**config.mk**
```make
export PLATFORM = sky130hd
export DESIGN_NAME = hsv2rgb_pipe
export DESIGN_NICKNAME = d
export VERILOG_FILES = /design/src/rtl/hsv2rgb_pipe_pkg.sv /design/src/rtl/hsv2rgb_pipe_sync_delay.sv /design/src/rtl/hsv2rgb_pipe.sv
export SDC_FILE = /design/constraint.sdc
export NUM_CORES = 1
export LEC_CHECK = 0
export CAP_MARGIN = 25
export CELL_PAD_IN_SITES_DETAIL_PLACEMENT = 0
export CELL_PAD_IN_SITES_GLOBAL_PLACEMENT = 2
export CORE_MARGIN = 2
export CORE_UTILIZATION = 40
export CTS_CLUSTER_DIAMETER = 50
export DETAILED_ROUTE_END_ITERATION = 8
export PLACE_DENSITY_LB_ADDON = 0.05
export SLEW_MARGIN = 20
export SYNTH_ARGS = -nofsm -noshare
export SYNTH_HDL_FRONTEND = slang
export SYNTH_SLANG_ARGS = --single-unit
```
**constraint.sdc**
```tcl
create_clock -name clk -period 8.39 [get_ports clk]
set_clock_uncertainty 0.2 [all_clocks]
set_input_delay 2.0975 -clock clk [delete_from_list [all_inputs] [get_ports clk]]
set_output_delay 2.0975 -clock clk [all_outputs]
set_load 0.005 [all_outputs]
```
**src/rtl/hsv2rgb_pipe_pkg.sv**
```systemverilog
// Shared ISP colour definitions: hue geometry helpers, sector and mode encodings, sync bundle.
// Pure declarations: no timing and no flow control of its own.
package hsv2rgb_pipe_pkg;

  typedef enum logic [2:0] {
    SEC_0 = 3'd0,
    SEC_1 = 3'd1,
    SEC_2 = 3'd2,
    SEC_3 = 3'd3,
    SEC_4 = 3'd4,
    SEC_5 = 3'd5
  } sector_e;

  typedef enum logic {
    MODE_CONV = 1'b0,
    MODE_GRAY = 1'b1
  } mode_e;

  typedef struct packed {
    logic vs;
    logic hs;
    logic de;
  } sync_t;

  localparam int SYNC_W = $bits(sync_t);

  function automatic int sector_size(input int hue_max);
    return hue_max / 6;
  endfunction

  function automatic int hue_width(input int hue_max);
    return $clog2(hue_max);
  endfunction

  // Width of the in-sector fraction; never below one bit.
  function automatic int frac_width(input int sector);
    return (sector > 1) ? $clog2(sector) : 1;
  endfunction

endpackage

```
**src/rtl/hsv2rgb_pipe_sync_delay.sv**
```systemverilog
// Reset-clearable shift register of DEPTH stages, W bits wide, for video sync bundles.
// Latency DEPTH cycles; advances every cycle, no backpressure.
module hsv2rgb_pipe_sync_delay #(
  parameter int W     = 1,
  parameter int DEPTH = 1
) (
  input  logic         clk,
  input  logic         reset,
  input  logic [W-1:0] din,
  output logic [W-1:0] dout
);

  logic [W-1:0] stage [DEPTH];

  always_ff @(posedge clk or posedge reset) begin
    if (reset) begin
      for (int i = 0; i < DEPTH; i++) stage[i] <= '0;
    end else begin
      stage[0] <= din;
      for (int i = 1; i < DEPTH; i++) stage[i] <= stage[i-1];
    end
  end

  assign dout = stage[DEPTH-1];

endmodule

```
**src/rtl/hsv2rgb_pipe.sv**
```systemverilog
// Exact integer HSV-to-RGB converter with per-frame hue rotation / gray mode and sticky range flag.
// Latency 6 cycles for data and sync; free-running pipeline, no backpressure.
module hsv2rgb_pipe
  import hsv2rgb_pipe_pkg::*;
#(
  parameter  int DW      = 8,
  parameter  int HUE_MAX = 360,
  localparam int SECTOR  = sector_size(HUE_MAX),
  localparam int HW      = hue_width(HUE_MAX)
) (
  input  logic          clk,
  input  logic          reset,
  input  logic          i_vs,
  input  logic          i_hs,
  input  logic          i_de,
  input  logic [HW-1:0] i_hsv_h,
  input  logic [DW-1:0] i_hsv_s,
  input  logic [DW-1:0] i_hsv_v,
  input  logic          i_mode,
  input  logic [HW-1:0] i_hue_offset,
  output logic          rgb_vs,
  output logic          rgb_hs,
  output logic          rgb_de,
  output logic [DW-1:0] rgb_r,
  output logic [DW-1:0] rgb_g,
  output logic [DW-1:0] rgb_b,
  output logic          o_range_err
);

  localparam int FW  = frac_width(SECTOR);
  localparam int PW  = 2 * DW;
  localparam int DFW = DW + FW;

  localparam logic [HW-1:0]  HUE_MAX_N = HW'(HUE_MAX);
  localparam logic [HW-1:0]  HUE_LAST  = HW'(HUE_MAX - 1);
  localparam logic [HW:0]    HUE_MAX_X = (HW+1)'(HUE_MAX);
  localparam logic [HW-1:0]  SECTOR_N  = HW'(SECTOR);
  localparam logic [PW-1:0]  FS_N      = PW'((2 ** DW) - 1);
  localparam logic [DFW-1:0] SECTOR_D  = DFW'(SECTOR);

  // Frame-level shadow config; a vs rise takes effect on the pixel sampled with it.
  logic          vs_prev, vs_rise, h_oob;
  mode_e         shadow_mode, cur_mode;
  logic [HW-1:0] shadow_off, off_clean, cur_off, hue_clamp, hue_rot;
  logic [HW:0]   hue_sum;

  assign vs_rise   = i_vs & ~vs_prev;
  assign off_clean = (i_hue_offset >= HUE_MAX_N) ? '0 : i_hue_offset;
  assign cur_mode  = vs_rise ? mode_e'(i_mode) : shadow_mode;
  assign cur_off   = vs_rise ? off_clean : shadow_off;
  assign h_oob     = i_hsv_h >= HUE_MAX_N;
  assign hue_clamp = h_oob ? HUE_LAST : i_hsv_h;
  assign hue_sum   = {1'b0, hue_clamp} + {1'b0, cur_off};
  assign hue_rot   = (hue_sum >= HUE_MAX_X) ? HW'(hue_sum - HUE_MAX_X) : HW'(hue_sum);

  always_ff @(posedge clk or posedge reset) begin
    if (reset) begin
      vs_prev     <= 1'b0;
      shadow_mode <= MODE_CONV;
      shadow_off  <= '0;
      o_range_err <= 1'b0;
    end else begin
      vs_prev <= i_vs;
      if (vs_rise) begin
        shadow_mode <= mode_e'(i_mode);
        shadow_off  <= off_clean;
      end
      if (i_de && h_oob) o_range_err <= 1'b1;
      else if (vs_rise)  o_range_err <= 1'b0;
    end
  end

  // Sync travels five stages here; the sixth is the output register below.
  sync_t sync_in, sync_d5;
  assign sync_in = '{vs: i_vs, hs: i_hs, de: i_de};

  hsv2rgb_pipe_sync_delay #(
    .W     (SYNC_W),
    .DEPTH (5)
  ) u_sync_delay (
    .clk   (clk),
    .reset (reset),
    .din   (sync_in),
    .dout  (sync_d5)
  );

  logic [HW-1:0]  s1_hue;
  logic [DW-1:0]  s1_v;
  logic [PW-1:0]  s1_prod;
  mode_e          s1_mode;
  sector_e        s2_sec, s3_sec, s4_sec;
  logic [FW-1:0]  s2_f;
  logic [DW-1:0]  s2_v, s2_p, s3_v, s3_p, s4_v, s4_p, s4_t;
  mode_e          s2_mode, s3_mode, s4_mode;
  logic [DFW-1:0] s3_df;
  logic [DW-1:0]  s5_r, s5_g, s5_b;

  sector_e        s2_sec_n;
  logic [FW-1:0]  s2_f_n;
  logic [DW-1:0]  s2_p_n, s3_d, s4_t_n;
  logic [DFW-1:0] s3_df_n;

  assign s2_sec_n = sector_e'(3'(s1_hue / SECTOR_N));
  assign s2_f_n   = FW'(s1_hue % SECTOR_N);
  assign s2_p_n   = s1_v - DW'(s1_prod / FS_N);
  assign s3_d     = s2_v - s2_p;
  assign s3_df_n  = DFW'(s3_d) * DFW'(s2_f);
  assign s4_t_n   = DW'(s3_df / SECTOR_D);

  logic [DW-1:0] sel_r, sel_g, sel_b, p_plus_t, v_minus_t;

  assign p_plus_t  = s4_p + s4_t;
  assign v_minus_t = s4_v - s4_t;

  always_comb begin
    sel_r = s4_v;
    sel_g = s4_v;
    sel_b = s4_v;
    if (s4_mode == MODE_CONV) begin
      case (s4_sec)
        SEC_0:   begin sel_r = s4_v;      sel_g = p_plus_t;  sel_b = s4_p;      end
        SEC_1:   begin sel_r = v_minus_t; sel_g = s4_v;      sel_b = s4_p;      end
        SEC_2:   begin sel_r = s4_p;      sel_g = s4_v;      sel_b = p_plus_t;  end
        SEC_3:   begin sel_r = s4_p;      sel_g = v_minus_t; sel_b = s4_v;      end
        SEC_4:   begin sel_r = p_plus_t;  sel_g = s4_p;      sel_b = s4_v;      end
        SEC_5:   begin sel_r = s4_v;      sel_g = s4_p;      sel_b = v_minus_t; end
        default: begin sel_r = s4_v;      sel_g = s4_v;      sel_b = s4_v;      end
      endcase
    end
  end

  always_ff @(posedge clk or posedge reset) begin
    if (reset) begin
      s1_hue  <= '0;  s1_v  <= '0;  s1_prod <= '0;  s1_mode <= MODE_CONV;
      s2_sec  <= SEC_0; s2_f <= '0; s2_v <= '0; s2_p <= '0; s2_mode <= MODE_CONV;
      s3_sec  <= SEC_0; s3_df <= '0; s3_v <= '0; s3_p <= '0; s3_mode <= MODE_CONV;
      s4_sec  <= SEC_0; s4_t <= '0; s4_v <= '0; s4_p <= '0; s4_mode <= MODE_CONV;
      s5_r    <= '0;  s5_g  <= '0;  s5_b    <= '0;
      rgb_vs  <= 1'b0; rgb_hs <= 1'b0; rgb_de <= 1'b0;
      rgb_r   <= '0;  rgb_g <= '0;  rgb_b   <= '0;
    end else begin
      s1_hue  <= hue_rot;
      s1_v    <= i_hsv_v;
      s1_prod <= PW'(i_hsv_v) * PW'(i_hsv_s);
      s1_mode <= cur_mode;

      s2_sec  <= s2_sec_n;
      s2_f    <= s2_f_n;
      s2_v    <= s1_v;
      s2_p    <= s2_p_n;
      s2_mode <= s1_mode;

      s3_sec  <= s2_sec;
      s3_df   <= s3_df_n;
      s3_v    <= s2_v;
      s3_p    <= s2_p;
      s3_mode <= s2_mode;

      s4_sec  <= s3_sec;
      s4_t    <= s4_t_n;
      s4_v    <= s3_v;
      s4_p    <= s3_p;
      s4_mode <= s3_mode;

      s5_r <= sel_r;
      s5_g <= sel_g;
      s5_b <= sel_b;

      // Blank colour outside the active window.
      rgb_vs <= sync_d5.vs;
      rgb_hs <= sync_d5.hs;
      rgb_de <= sync_d5.de;
      rgb_r  <= sync_d5.de ? s5_r : '0;
      rgb_g  <= sync_d5.de ? s5_g : '0;
      rgb_b  <= sync_d5.de ? s5_b : '0;
    end
  end

endmodule

```
==> impl_metrics.json <==
{
  "synth-warning-count": 0,
  "cts_buffers": 17,
  "coreArea_um2": 34300,
  "slowest_stage": "dfrtp_1",
  "criticalPathCategory": "reg2reg",
  "grt_util_all_layers_pct": 17.8,
  "insertion_delay_ns": 0.45,
  "gp_congestion": 0.821,
  "startpoint_type": "register",
  "drive_above_1_share_pct": 6.28,
  "holdBufCountCts": 0,
  "drv_slew": 0,
  "rsz0062_at_grt": "false",
  "regArea_um2": 4900,
  "tritoncts": "yes",
  "ys_seq_elements": 196,
  "worst_pin_slew_ns": 0.937,
  "synth_cell_types": 97,
  "start_util_pct": 40.2,
  "synthTopCellsByArea": "dfrtp_1 36%, fa_1 9.4%, ha_1 8.9%",
  "hold_viol": 0,
  "post_drt_wl_per_cell_um": 15.7,
  "viasPerCell": 5.17,
  "grt_pass1_vias": 10100,
  "period_needed_ns": 7.82,
  "grt_max_degree": 140,
  "required_ns": 8.55,
  "final_util_pct": 45.3,
  "status": "complete, no violations",
  "final-setup-viol-count": 0,
  "ios": 68,
  "synth.top_cell.area_share_pct": 35.6,
  "clockBufferDepth": 2,
  "cts-htree-levels": 4,
  "synth_edf_count": 0,
  "syn_avg_cell_area_um2": 9.61,
  "dr.first_iter.drc_count": 509,
  "post-route-period-util_pct": 93.2,
  "synth_area_um2": 13800,
  "cp.buffers_inverters": 0,
  "crit_arrival_ns": 7.98,
  "grt_pass1_wl_mm": 51.4,
  "yosysSeqAreaShare_pct": 35.6,
  "synth_top_cell_by_area": "dfrtp_1",
  "slowest_delay_ns": 0.80,
  "io_buffers": 67,
  "multiInputGateArea_um2": 8160,
  "postRouteAntennaNets": 0,
  "row_count": 68,
  "wirelength_mm": 30.7,
  "cts_root_buf": "clkbuf_16",
  "die_w_um": 190,
  "worst-path-max-fanout": 23,
  "cp_common_cell": "a21oi_1",
  "placed_area_um2": 14900,
  "fin_setup_tns_ns": 0,
  "design_area_um2": 15500,
  "fmax_mhz": 128,
  "worstSetupEndpointType": "register",
  "dieArea_um2": 36000,
  "cts_sinks": 196,
  "clk_pin_slew_ns": 0.07,
  "syn-instance-count": 1436,
  "diodes": 0,
  "nets": 1688,
  "ys.flop_type": "dfrtp_1",
  "async_reset_ff_share_pct": 100,
  "num-fill-cells": 3333,
  "antenna_found_initial": 0,
  "critical-path-top-delay-family": "simple AND/OR/NAND/NOR gates",
  "maxCapViolCount": 0,
  "relSlewSlack_pct": 37.5,
  "min_path_type": "reg2reg",
  "grt_overflow": 0,
  "via_count": 10100,
  "die_h_um": 190,
  "syn_to_final_growth_pct": 12.7,
  "drc": 0,
  "hpwl_mm": 23.7,
  "synth_fp_nets": 1639,
  "drt_pass1_iterations": 5
}
==> cell usage in the layout (no fill, tap or decap), types with 56 or more instances in the layout <==
cell type,count
nand2_1,123
clkdlybuf4s50_1,67
fa_1,65
inv_1,141
o21ai_0,56
and2_1,80
ha_1,98
dfrtp_1,196
a21oi_1,97
nor2_1,83
xnor2_1,58
==> final cells by class <==
cell class	count	share of cell area (%)
multi-input cells	1052	52.5
flip-flops and latches	196	31.6
repair buffers	75	4.83
well taps	455	3.66
inverters	143	3.50
clock buffers	17	2.74
clock inverters	15	1.22
==> cells by family (layout without fill, tap and decap cells) <==
kind of cell    Yosys count  in the layout  share of synthesized area (%)
compound gates          330            330                           16.3
xor+xnor                 85             85                           5.40
fa+ha+maj               170            170                           18.8
buf+inv                 188            250                           5.38
flops                   196            196                           35.6
mux                      25             25                           1.94
simple gates            442            442                           16.6
==> metal layers <==
layer	up-vias	track usage [%]	wire (um)
met5	-	0	0
met4	0	3.70	334
met3	21	2.88	818
met2	121	30.7	15100
met1	4947	23.8	14400
li1	5016	-	-
==> repair_timing <==
item	CTS	global route
gates resized for setup	0	1
setup buffers	0	0
setup endpoints to repair	0	1
==> per-stage QoR <==
stage | instances | hold WS (ns) | setup slack, ns
6_report | 1953 | 0.150 | 0.568
5_1_grt | 1953 | 0.157 | 0.00454
4_1_cts | 1952 | 0.152 | 0.614
3_5_place_dp | 1920 | 0.135 | 0.642
3_3_place_gp | 1919 | 0.132 | 0.721
2_1_floorplan | 1436 | 0.131 | 0.752
==> cell usage after synthesis, types with 27 or more instances <==
master and count:
dfrtp_1 196, inv_1 142, nand2_1 123, ha_1 98, a21oi_1 97, nor2_1 84
and2_1 80, fa_1 65, xnor2_1 58, o21ai_0 56, nor3_1 30, clkbuf_1 28
xor2_1 27
==> flip-flops by register name (all words and copies together), names as in the netlist, 9 cells and up <==
signal and flops:
s1_hue 9, s1_prod 16, s3_df 12, shadow_off 9, u_sync_delay.stage 11
==> path summary, 6_finish.rpt <==
| kind | slack [ns] | cells after the start | end | start |
|---|---|---|---|---|
| hold / removal | 0.15 | 0 | u_sync_delay.dout[1] | u_sync_delay.stage[4] |
| min in group asynchronous | 1.79 | 2 | vs_prev | reset |
| max in group asynchronous | 4.69 | 4 | s3_df[13] | reset |
| setup / recovery | 0.57 | 29 | s2_p[7] | s1_prod[15] |
| setup reg to reg | 0.57 | 29 | s2_p[7] | s1_prod[15] |
| hold reg to reg | 0.15 | 0 | u_sync_delay.dout[1] | u_sync_delay.stage[4] |
Power is left out: the tool's default activity adds up to more than one toggle a clock period on the data nets, which glitch-free logic cannot reach.
